<file path="config.mk">
export PLATFORM = sky130hd
export DESIGN_NAME = pipe_issue_ctrl
export DESIGN_NICKNAME = d
export VERILOG_FILES = /design/src/rtl/pipe_issue_ctrl.sv
export SDC_FILE = /design/constraint.sdc
export NUM_CORES = 1
export LEC_CHECK = 0
export ABC_AREA = 1
export BUFFER_PORTS_ARGS = -buffer_cell sky130_fd_sc_hd__buf_4
export CORE_AREA = 2 2 114 116
export DETAILED_ROUTE_END_ITERATION = 7
export DIE_AREA = 0 0 116 118
export PLACE_DENSITY = 0.75
export SLEW_MARGIN = 25
export SYNTH_ARGS = -nofsm -noshare
export SYNTH_HDL_FRONTEND = slang
export SYNTH_SLANG_ARGS = --single-unit
</file>
<file path="constraint.sdc">
create_clock -name clk1 -period 2.75 [get_ports clk1]
set_input_delay 0.275 -clock clk1 [delete_from_list [all_inputs] [get_ports clk1]]
set_output_delay 0.275 -clock clk1 [all_outputs]
set_load 0.05 [all_outputs]
</file>
<file path="src/rtl/pipe_issue_ctrl.sv">
// In-order issue controller: buffers instructions in a small FIFO and issues one per
// cycle, inserting bubbles while the head reads a register an in-flight producer still owes.
module pipe_issue_ctrl #(
    parameter int DEPTH = 4,
    parameter int LAT   = 3
) (
    input  logic        clk1,
    input  logic        rst,
    input  logic        in_valid,
    output logic        in_ready,
    input  logic [3:0]  in_rs1,
    input  logic [3:0]  in_rs2,
    input  logic [3:0]  in_rd,
    input  logic [3:0]  in_func,
    input  logic [7:0]  in_addr,
    output logic [3:0]  rs1,
    output logic [3:0]  rs2,
    output logic [3:0]  rd,
    output logic [3:0]  func,
    output logic [7:0]  addr,
    output logic        out_valid,
    output logic        busy,
    output logic [15:0] stall_cnt
);

    localparam int PW = $clog2(DEPTH);
    localparam int SB = LAT - 1;

    typedef struct packed {
        logic [3:0] rs1;
        logic [3:0] rs2;
        logic [3:0] rd;
        logic [3:0] func;
        logic [7:0] addr;
    } instr_t;

    instr_t          mem [DEPTH];
    logic [PW-1:0]   wr_ptr;
    logic [PW-1:0]   rd_ptr;
    logic [PW:0]     count;
    logic [SB-1:0]   sb_v;
    logic [3:0]      sb_rd [SB];

    instr_t head;
    logic   not_empty;
    logic   hazard;
    logic   issue;
    logic   push;

    // Hazard compares only the head against producers whose result is not yet written back.
    always_comb begin
        head      = mem[rd_ptr];
        not_empty = (count != '0);
        hazard    = 1'b0;
        for (int k = 0; k < SB; k++) begin
            if (sb_v[k] && ((sb_rd[k] == head.rs1) || (sb_rd[k] == head.rs2))) begin
                hazard = not_empty;
            end
        end
        issue    = not_empty && !hazard;
        in_ready = (count < (PW + 1)'(DEPTH)) && !rst;
        push     = in_valid && in_ready;
        busy     = not_empty || (|sb_v);
    end

    always_ff @(posedge clk1) begin
        if (push) begin
            mem[wr_ptr] <= '{rs1: in_rs1, rs2: in_rs2, rd: in_rd, func: in_func, addr: in_addr};
        end
    end

    always_ff @(posedge clk1) begin
        if (rst) begin
            wr_ptr    <= '0;
            rd_ptr    <= '0;
            count     <= '0;
            sb_v      <= '0;
            for (int k = 0; k < SB; k++) begin
                sb_rd[k] <= '0;
            end
            out_valid <= 1'b0;
            rs1       <= '0;
            rs2       <= '0;
            rd        <= '0;
            func      <= '0;
            addr      <= '0;
            stall_cnt <= '0;
        end else begin
            if (push) begin
                wr_ptr <= wr_ptr + 1'b1;
            end
            if (issue) begin
                rd_ptr <= rd_ptr + 1'b1;
            end
            case ({push, issue})
                2'b10:   count <= count + 1'b1;
                2'b01:   count <= count - 1'b1;
                default: ;
            endcase

            // The oldest entry falls off once its result has reached the register bank.
            for (int k = SB - 1; k > 0; k--) begin
                sb_v[k]  <= sb_v[k-1];
                sb_rd[k] <= sb_rd[k-1];
            end
            sb_v[0]  <= issue;
            sb_rd[0] <= head.rd;

            out_valid <= issue;
            if (issue) begin
                rs1  <= head.rs1;
                rs2  <= head.rs2;
                rd   <= head.rd;
                func <= head.func;
                addr <= head.addr;
            end

            if (hazard && (stall_cnt != 16'hFFFF)) begin
                stall_cnt <= stall_cnt + 16'd1;
            end
        end
    end

endmodule
</file>
# Word-level counts from Yosys, hierarchy flattened
# Memories as Yosys holds them, arrays and structs flattened. A register that Yosys moved wholly into a read port is not among the register bits.
# Cells that the tools add are included.
[word_totals] regBits=50 latch_bits=0 ram_bits=104 rom_bits=0 inputBits=27 output_inout_bits=43 elab_cells=54 n_memories=2
[memory_table] memory="mem" words=4 width=24 read_ports=1 rd_ports_with_merged_regs=1 write_ports=1 line_no="37" rtl="instr_t mem [DEPTH];"
[memory_table] memory="sb_rd" words=2 width=4 read_ports=2 rd_ports_with_merged_regs=0 write_ports=2 line_no="42" rtl="logic [3:0] sb_rd [SB];"
[classes] n_addsub=5 mul=0 n_div=0 order_cmp=1 n_eq_ne=7 shifts=0 n_mux=12 n_bitwise=2 n_reduce_logical=14
[op_table] op="16-bit by 1-bit adder with 16-bit output (second input constant)" count=1
[op_table] op="4-bit equality test" count=4
[op_table] op="16-bit != test (second input constant)" count=1
[op_table] op="4-bit two-way mux" count=2
[op_table] op="1-bit two-way mux" count=7
[op_table] op="1-bit logical AND" count=6
[op_table] op="3-bit one-hot mux with 2 select lines" count=1
[op_table] op="2-bit by 1-bit adder with 2-bit output (second input constant)" count=2
[op_table] op="2-bit two-way mux" count=2
[op_table] op="3-bit by 1-bit adder with 3-bit output (second input constant)" count=1
[op_table] op="1-bit logical OR" count=3
[op_table] op="3-bit less-than comparator (second input constant)" count=1
[op_table] op="3-bit nonzero test" count=1
[op_table] op="3-bit by 1-bit subtractor with 3-bit output (second input constant)" count=1
[op_table] op="2-bit by 1-bit equality test with 1-bit output (second input constant)" count=1
[op_table] op="2-bit equality test (second input constant)" count=1
[op_table] op="1-bit zero test" count=2
[op_table] op="1-bit OR" count=2
[op_table] op="2-bit nonzero test" count=1
[op_table] op="2-bit OR reduction" count=1

# Logic depth before layout (Yosys ltp)
# Gate-level depths: netlist (run 1).
[logic_depth] ltp_word=9 mapped_depth=22 ltp_nobuf=20

# Worst setup path before layout (run 1)
# No wires, ideal clock.
[synth_timing] path_kind="flip-flop to flip-flop" startpoint="register count[2]" endpoint="memory mem[0][0] (netlist name), enable pin" setup_time_ns=0.405 arrival_ns=2.464 required_ns=2.345 slack_ns=-0.118 path_stages_with_launch=4 path_buffers=0 period_less_slack_ns=2.868 path_cell_list="dfxtp_1 -> nor2_1 -> nand2_1 -> nor2_1"
[synth_via] elab_chain_cells=5
[synth_rtl] item="start: declaration" line_no="40" rtl="logic [PW:0] count;"
[synth_rtl] item="start signal: assignment" line_no="96" rtl="2'b10: count <= count + 1'b1;"
[synth_rtl] item="start signal: assignment" line_no="97" rtl="2'b01: count <= count - 1'b1;"
[synth_rtl] item="3-bit less-than comparator" line_no="61" rtl="in_ready = (count < (PW + 1)'(DEPTH)) && !rst;"
[synth_rtl] item="1-bit logical AND" line_no="61"
[synth_rtl] item="via in_ready" line_no="10" rtl="output logic in_ready,"
[synth_rtl] item="1-bit logical AND" line_no="62" rtl="push = in_valid && in_ready;"
[synth_rtl] item="1-bit two-way mux" line_no="67" rtl="if (push) begin"
[synth_rtl] item="1-bit two-way mux (not written as such)" line_no="68" rtl="mem[wr_ptr] <= '{rs1: in_rs1, rs2: in_rs2, rd: in_rd, func: in_func, addr: in_addr};"
[synth_rtl] item="end: declaration" line_no="37"
# The timed path passes the listed nets, and every way through them passes these cells.

==> flow_summary.ini, run 1 <==
[clock_tree]
cts_tree = built
clock_path_buffers = 2
cts_buffers = 17
htreeDepth = 4
clock-root-buffer = clkbuf_16
clk_pin_slew_ns = 0.06
clkSinkCount = 155
holdBufCountCts = 0
worst_skew_pair.late_latency_ns = 0.42

[routing]
drc_errors = 0
viasPerCell = 5.206
routed_wl_mm = 14.25
drtIter0Drc = 336
first_pass_iters = 5
postRouteAntennaNets = 0
vias = 4862
wire_per_inst_um = 15.26

[worst_setup_path]
r2r_end = count[2]
path_common_cell = nand2_1
worst_setup_path_end_kind = flop
worstRegToRegCells = 20
crit_path_max_fanout = 8
start_kind = flop
rrSetupSlack_ns = 0.21
slowest_stage = dfxtp_4
worstPathArrival_ns = 2.83
critPathRequiredTime_ns = 3.05
critical_path.cell_chain = buf_8 > nand2_1 > nand3_1 > nand2_1 > nand2_1 > nand2_1 > nand2_1 > inv_1 > nand2_1 > nand2_1 > nand2_2 > nand3_4 > inv_1 > ha_1 > inv_1 > fa_2 > a21oi_2 > o21ai_1 > xor2_1 > nor2_1
path_delay_family = simple AND/OR/NAND/NOR gates
worst-setup-path-type = reg2reg
slowest_delay_ns = 0.40
worstPathBufferInverterCount = 4

[hold_path]
min_path_type = in2reg
hold_path_depth = 1
hold_path.startpoint = in_rd[0]
min_to = mem[1][12]

[floorplanning]
start_util_pct = 52.00
die_w_um = 116
fp.coreArea_mm2 = 0.01241
ios = 70
dieArea_mm2 = 0.01369
die_height_um = 118
row_count = 41

[synth]
synthArstFlopShare_pct = 0
synth_top_cell_by_area = edfxtp_1
ys_types = 27
synth_edf_count = 96
ys_seq_area_share_pct = 62.96
syn_avg_cell_area_um2 = 9.692
syn_nets = 700
synth_top_cell_area_share_pct = 44.66
syn_inst = 666
ys.flop_type = edfxtp_1
ys_seq_elements = 155
synth.area.top_cells = edfxtp_1, dfxtp_1, nand2_1
synthesis.area_mm2 = 0.006455
synth_warnings = 0

[sta]
relSlewSlack_pct = 69.90
hold_slack_ns = 0.05428
min_period_ns = 2.536
skew_ns = 0.004470
finalHoldViolations = 0
rsz0062_at_grt = no
worstMarginPinSlew_ns = 0.4514
period_share_pct = 92.22
max_freq_ghz = 0.3943
slew_viol_final = 0
finalSetupViolCount = 0

[cells_and_area]
syn2layout_area_growth_pct = 22.68
drive_above_1_share_pct = 19.55
final_nets = 783
diodes = 0
final_cell_mix = nand2_1, edfxtp_1, buf_4, nor2_1, nand3_1
utilization_pct = 63.79
final_common_cell = nand2_1

[place]
dp_hpwl_mm = 9.235
gp_congestion = 0.9058
io_buffers = 69

[power_and_ir_drop]
power_density_mw_per_mm2 = 1045
leakage_nw = 3.208
vdd_drop_max_mv = 0.5425
total_power_mw = 8.278

[global_route]
first_global_vias = 4812
grt_overflow = 0
antenna_found_initial = 0
grt_max_degree = 41
grt_pass1_wl_mm = 23.00
track_usage_pct = 21.83

[outcome]
status = finished clean

[run]
drv_cap = 0
==> flip-flops by register name, summed over array words and instances, names as in the netlist, named ones only <==
name / flops
func: 4
sb_rd: 8
wr_ptr: 2
sb_v: 2
addr: 8
rd: 4
stall_cnt: 16
count: 3
rd_ptr: 2
rs1: 4
mem: 96
rs2: 4
==> worst max path at each step <==
stage,start,cells past startpoint,end,slack (ns)
detailed placement,flop,20,count[2],0.06
floorplan,count[2],3,mem[0][0],-0.12
global route,flop,18,count[2],0.005
CTS,flop,20,count[2],0.05
global placement,flop,20,count[2],0.22
finish,flop,20,count[2],0.21
==> timing repair <==
action	CTS	global route
gates resized for setup	0	24
setup buffers	0	4
endpoints found under the setup margin	0	2
==> metal layers <==
metal | global-route usage, % | wire, um | up-vias
met5 | 0 | 0 | -
met4 | 9.003 | 266 | 0
met3 | 5.252 | 840 | 24
met2 | 36.62 | 7224 | 159
met1 | 26.83 | 5917 | 2290
li1 | - | - | 2389
==> cells by family (layout without fill, tap and decap cells) <==
logic type      count (synthesis)  count (layout)  synth area share, %
buf+inv                        80             176                5.408
fa+ha+maj                       7               7                1.473
xor+xnor                       16              16                2.171
compound gates                 79              79                6.590
flops                         155             155                62.96
simple gates                  329             329                21.40
==> final cells by class <==
cell class              instances  area, um2
clock buffers                  21      460.4
clock inverters                11      143.9
fillers                      1009       4496
inverters                      53      206.4
multi-input cells             431       2116
flip-flops and latches        155       4069
well taps                     172      215.2
repair buffers                 91      708.2
==> where the power goes <==
part | leakage (nW) | internal, mW | switching [mW]
registers | 1.36 | 2.76 | 0.175
clock network | 0.287 | 1.47 | 0.893
logic | 1.56 | 0.927 | 2.05
total | 3.21 | 5.16 | 3.12
==> Yosys cell counts, types with 3 or more instances <==
cell,number
dfxtp_1,59
buf_6,3
xnor2_1,5
inv_2,3
nor3_1,5
buf_4,6
inv_1,49
nand4_1,3
edfxtp_1,96
ha_1,6
nand2_1,170
xor2_1,11
o21ai_0,29
buf_2,3
o22ai_1,12
a21oi_1,34
clkbuf_1,15
a32oi_1,4
nor2_1,74
nand3_1,69
==> metrics by stage <==
| stage | instances | worst slack [ns] | setup TNS (ns) | cell area [um2] |
|---|---|---|---|---|
| after global placement | 897 | 0.2183 | 0 | 7176 |
| after global routing | 934 | 0.005230 | 0 | 7919 |
| after detailed placement | 897 | 0.06224 | 0 | 7176 |
| final | 934 | 0.2140 | 0 | 7919 |
| after floorplan | 666 | -0.1185 | -11.38 | 6455 |
| after CTS | 929 | 0.04996 | 0 | 7780 |
Power figures use the tool's default switching activity.
==> inputs of run 2 (changes only) <==
--- a/config.mk
+++ b/config.mk
@@ -5,12 +5,12 @@
 export SDC_FILE = /design/constraint.sdc
 export NUM_CORES = 1
 export LEC_CHECK = 0
-export ABC_AREA = 1
 export BUFFER_PORTS_ARGS = -buffer_cell sky130_fd_sc_hd__buf_4
-export CORE_AREA = 2 2 114 116
+export CORE_AREA = 2 2 112 114
 export DETAILED_ROUTE_END_ITERATION = 7
-export DIE_AREA = 0 0 116 118
-export PLACE_DENSITY = 0.75
+export DIE_AREA = 0 0 114 116
+export HOLD_SLACK_MARGIN = 0.06
+export PLACE_DENSITY = 0.74
 export SLEW_MARGIN = 25
 export SYNTH_ARGS = -nofsm -noshare
 export SYNTH_HDL_FRONTEND = slang
==> run 2 against run 1 <==
The run now ends with setup timing left. Fmax is 11% lower. Critical path depth is 8 lower. Clock skew is 0.0015 ns higher. Register-to-register slack worse by 0.31 ns. Setup slack worse by 0.31 ns. Critical path type unchanged.
==> flow_summary.ini, run 2 <==
[outcome]
status = finished with violations
violations = setup timing

[cells_and_area]
diodes = 0
drive_above_1_share_pct = 29.94
nFillCells = 872
final_cell_mix = edfxtp_1, buf_4, dfxtp_1, nor2_1, mux2i_1
utilization_pct = 65.01
final_common_cell = edfxtp_1
largest_reg_flops = 96
syn2layout_area_growth_pct = 26.95
reg_top3 = mem: 96 flops, stall_cnt: 16 flops
final_nets = 542
regMostFlops = mem

[synth]
syn_inst = 397
synth_warnings = 0
ys_seq_elements = 155
synthArstFlopShare_pct = 0
synthesis.area_mm2 = 0.006100
ys_seq_area_share_pct = 66.63
synth_top_cell_area_share_pct = 47.26
ys_types = 33
synth_edf_count = 96
synth_commonest_cells = edfxtp_1, dfxtp_1, nor2_1
syn_avg_cell_area_um2 = 15.36
yosysMostFrequentCell = edfxtp_1
synth_top_cell_by_area = edfxtp_1
syn_nets = 431
synth.area.top_cells = edfxtp_1, dfxtp_1, mux4_2
ys.flop_type = edfxtp_1

[worst_setup_path]
worstRegToRegCells = 12
rrSetupSlack_ns = -0.1
r2r_end = count[2]
worst_setup_path_end_kind = flop
worst-setup-path-type = reg2reg
worstPathArrival_ns = 3.19
start_kind = flop
crit_path_max_fanout = 5
critPathRequiredTime_ns = 3.10

[floorplanning]
ios = 70
fp.coreArea_mm2 = 0.01191
start_util_pct = 51.21
dieArea_mm2 = 0.01322
row_count = 40
die_height_um = 116
die_w_um = 114

[global_route]
grt_overflow = 0
first_global_vias = 3718
track_usage_pct = 19.70
use_met2_pct = 33.10
grt_util_met1_pct = 24.39
antenna_found_initial = 0
grt_max_degree = 67
grtUsageMet3_pct = 5.753
grt_pass1_wl_mm = 19.19
top_usage_layer = met2

[power_and_ir_drop]
leakage_nw = 2.827
vdd_drop_max_mv = 0.5737
power_density_mw_per_mm2 = 1004

[sta]
max_freq_ghz = 0.3512
finalSetupViolCount = 2
min_period_ns = 2.848
relSlewSlack_pct = 52.71
period_share_pct = 103.5
setup_ws_ns = -0.09756
rsz0062_at_grt = yes
worstMarginPinSlew_ns = 0.7093
hold_slack_ns = 0.07771
skew_ns = 0.005999
finalHoldViolations = 0
slew_viol_final = 0

[clock_tree]
cts_tree = built
clk_pin_slew_ns = 0.06
cts_buffers = 17
htreeDepth = 4
clock_path_buffers = 2
clock-root-buffer = clkbuf_16
worst_skew_pair.late_latency_ns = 0.42
clkSinkCount = 155

[routing]
wire_per_inst_um = 18.08
viasPerCell = 5.331
postRouteAntennaNets = 0
drtIter0Drc = 298
vias = 3561
first_pass_iters = 6
routed_wl_mm = 12.08
drc_errors = 0

[hold_path]
min_path_type = in2reg
hold_path_depth = 1
hold_path.startpoint = in_rs1[2]
min_to = mem[3][22]

[run]
drv_cap = 0

[place]
dp_hpwl_mm = 7.451
gp_congestion = 0.7719
io_buffers = 69
-- run 2: cell count changes after synthesis, sizes merged, moves of 16 or more --
cell,change
a21oi,-25
inv,-42
mux2i,+25
mux4,+24
nand2,-164
nand3,-67
nor2,-27
nor2b,+16
o21ai,-23
-- run 2: logic make-up (layout without fill, tap and decap cells) --
kind of cell	count (synthesis)	after routing	synth area share, %
AOI/OAI and AO/OA	23	23	2.954
xor gates and xnor gates	22	22	3.159
adders and majority gates	7	7	1.559
buffers and inverters	26	150	2.195
DFF	155	155	66.63
muxes	56	56	14.87
and+or+nand+nor	108	108	8.636
-- run 2: final cells by class --
cell class / instances / area [um2] / share of cell area, %
Sequential cell: 155 / 4068 / 52.53
Multi-Input combinational cell: 216 / 1958 / 25.29
Timing Repair Buffer: 108 / 904.6 / 11.68
Clock buffer: 20 / 446.7 / 5.768
Tap cell: 147 / 183.9 / 2.375
Clock inverter: 12 / 145.1 / 1.874
Inverter: 10 / 37.54 / 0.4847
-- run 2: worst max path at each step --
stage	cells past startpoint	endpoint
6_report	12	count[2]
5_1_grt	12	count[2]
4_1_cts	12	count[2]
3_5_place_dp	11	count[2]
3_3_place_gp	12	count[2]
2_1_floorplan	15	count[2]
-- run 2: repair_timing --
action / in CTS / in global routing
pin swaps: 1 / 2
resized for setup: 3 / 12
hold endpoints to repair: 81 / 0
setup buffers: 0 / 1
setup endpoints to repair: 6 / 18
hold buffers: 21 / 0
-- run 2: layer usage --
layer  vias up  part of all wire (%)
li1       1697                     -
met1      1743                    42
met2       101                    52
met3        20                   4.8
met4         0                   1.7
met5         -                     0
-- run 2: metrics by stage --
stage,std cells,total power [mW],instance area [um2],TNS [ns],setup slack [ns]
4_1_cts,667,7.784,7686,-0.1348,-0.09573
6_report,668,7.771,7744,-0.09764,-0.09756
3_5_place_dp,614,5.417,6879,-0.3546,-0.1905
2_1_floorplan,397,4.774,6128,-0.5050,-0.3187
3_3_place_gp,614,5.361,6879,-0.1162,-0.1162
5_1_grt,668,8.081,7744,-0.8126,-0.2181
-- run 2: critical path: stages, from the launching register on --
cell	delay [ns]
dfxtp_4	0.40
buf_12	0.13
mux4_2	0.55
xnor2_1	0.15
nand4_1	0.14
a21boi_4	0.09
nor3_4	0.22
ha_4	0.16
inv_2	0.03
fa_2	0.33
xor2_1	0.15
or3_1	0.32
a21oi_2	0.11
-- run 2: power by group --
group / switching (mW) / leakage, nW / internal (mW)
sequential: 0.210 / 1.35 / 2.78
combinational: 1.44 / 1.19 / 1.02
clock: 0.884 / 0.285 / 1.44
==> inputs of run 3 (changes only) <==
--- a/config.mk
+++ b/config.mk
@@ -11,6 +11,7 @@
 export DIE_AREA = 0 0 114 116
 export HOLD_SLACK_MARGIN = 0.06
 export PLACE_DENSITY = 0.74
+export RECOVER_POWER = 100
 export SLEW_MARGIN = 25
 export SYNTH_ARGS = -nofsm -noshare
 export SYNTH_HDL_FRONTEND = slang
==> run 3 against run 2 <==
The flow still finishes with violations (setup timing). Sequential cell count is the same. Routed wire length shrank 0.22%. Cell count is the same. Design area shrank 1.2%. Sequential power is essentially flat. Combinational power is essentially flat. Setup slack gained 0.0031 ns. Sequential share of layout area grew 0.62 points. Non-clock buffer count is the same. Global-route usage is the same. Critical path type unchanged.
==> flow_summary.ini, run 3 (synthesized netlist as in run 2, its figures left out) <==
[outcome]
status = finished with violations
violations = setup timing

[hold_path]
min_to = mem[3][22]
hold_path.startpoint = in_rs1[2]
hold_path_depth = 1
min_path_type = in2reg

[worst_setup_path]
worstRegToRegCells = 12
critPathRequiredTime_ns = 3.10
start_kind = flop
worstPathArrival_ns = 3.19
worst-setup-path-type = reg2reg
worst_setup_path_end_kind = flop
rrSetupSlack_ns = -0.09
crit_path_max_fanout = 5
r2r_end = count[2]

[power_and_ir_drop]
vdd_drop_max_mv = 0.5708
total_power_mw = 7.754
leakage_nw = 2.740
power_density_mw_per_mm2 = 1013

[routing]
postRouteAntennaNets = 0
viasPerCell = 5.326
drc_errors = 0
first_pass_iters = 4
wire_per_inst_um = 18.04
routed_wl_mm = 12.05
vias = 3558
drtIter0Drc = 259

[clock_tree]
clkSinkCount = 155
htreeDepth = 4
clock-root-buffer = clkbuf_16
cts_tree = built
worst_skew_pair.late_latency_ns = 0.42
clock_path_buffers = 2
cts_buffers = 17
clk_pin_slew_ns = 0.06

[cells_and_area]
fin_cells = 668
final_nets = 542
nFillCells = 896
final_cell_mix = edfxtp_1, buf_4, dfxtp_1, nor2_1, clkbuf_1
regMostFlops = mem
final-seq-area_mm2 = 0.004068
utilization_pct = 64.25
drive_above_1_share_pct = 25.34
final_common_cell = edfxtp_1
syn2layout_area_growth_pct = 25.48
largest_reg_flops = 96
post-route-cell-area_mm2 = 0.007654
diodes = 0
reg_top3 = mem: 96 flops, stall_cnt: 16 flops
multi_input_area_mm2 = 0.001958

[place]
io_buffers = 69
dpl_cell_area_mm2 = 0.006879
pre_cts_ws_ns = -0.1905
dpl.cell_count = 614
dp_hpwl_mm = 7.451
gp_congestion = 0.7719

[global_route]
antenna_found_initial = 0
grt_pass1_wl_mm = 19.19
grt_overflow = 0
first_global_vias = 3718
grt_max_degree = 67
track_usage_pct = 19.70

[sta]
period_share_pct = 103.4
slew_viol_final = 0
skew_ns = 0.006434
relSlewSlack_pct = 52.29
min_period_ns = 2.844
finalHoldViolations = 0
rsz0062_at_grt = yes
worstMarginPinSlew_ns = 0.7156
hold_slack_ns = 0.1808
max_freq_ghz = 0.3516
setup_ws_ns = -0.09446
finalSetupTns_ns = -0.09446
finalSetupViolCount = 1

[floorplanning]
die_height_um = 116
die_w_um = 114
dieArea_mm2 = 0.01322
row_count = 40
start_util_pct = 51.21
fp.coreArea_mm2 = 0.01191
ios = 70

[run]
drv_cap = 0
## run 3: changes by cell type in the layout (fill, tap and decap cells not counted)
cell and delta:
clkbuf_1 +24, buf_4 -24
## run 3: final cells by class
| cell class | instances | area share [%] |
|---|---|---|
| Inverter | 10 | 0.4904 |
| Multi-Input combinational cell | 216 | 25.58 |
| Sequential cell | 155 | 53.15 |
| Clock inverter | 12 | 1.896 |
| Timing Repair Buffer | 108 | 10.64 |
| Clock buffer | 20 | 5.836 |
| Tap cell | 147 | 2.403 |
## run 3: worst max-delay path: stages, from the launching register on
cell      delay, ns
dfxtp_4        0.40
buf_12         0.13
mux4_2         0.54
xnor2_1        0.15
nand4_1        0.14
a21boi_4       0.09
nor3_4         0.22
ha_4           0.16
inv_2          0.03
fa_2           0.33
xor2_1         0.15
or3_1          0.32
a21oi_2        0.11
## run 3: worst max path at each step
stage	startpoint	end	cells after the start
after global placement	flop	count[2]	12
after floorplan	flop	count[2]	15
after CTS	flop	count[2]	12
after global routing	flop	count[2]	12
final	flop	count[2]	12
after detailed placement	flop	count[2]	11
## run 3: routing by layer
layer	vias up	share of wire (%)	wire length [um]	track usage (%)
met5	-	0	0	0
met4	0	1.6	198	7.480
met3	19	4.8	576	5.753
met2	100	52	6216	33.10
met1	1738	42	5057	24.39
li1	1701	-	-	-
## run 3: what timing repair did
item,4_1_cts,5_1_grt
pin swaps,1,2
gates resized for setup,3,12
hold buffers,21,0
setup buffers,0,1
hold endpoints to repair,81,0
setup endpoints to repair,6,18
cloned,0,0
## run 3: where the power goes
group | switching (mW) | internal (mW) | leakage [nW]
Clock | 0.882 | 1.44 | 0.285
Combinational | 1.44 | 1.01 | 1.10
Sequential | 0.210 | 2.78 | 1.35
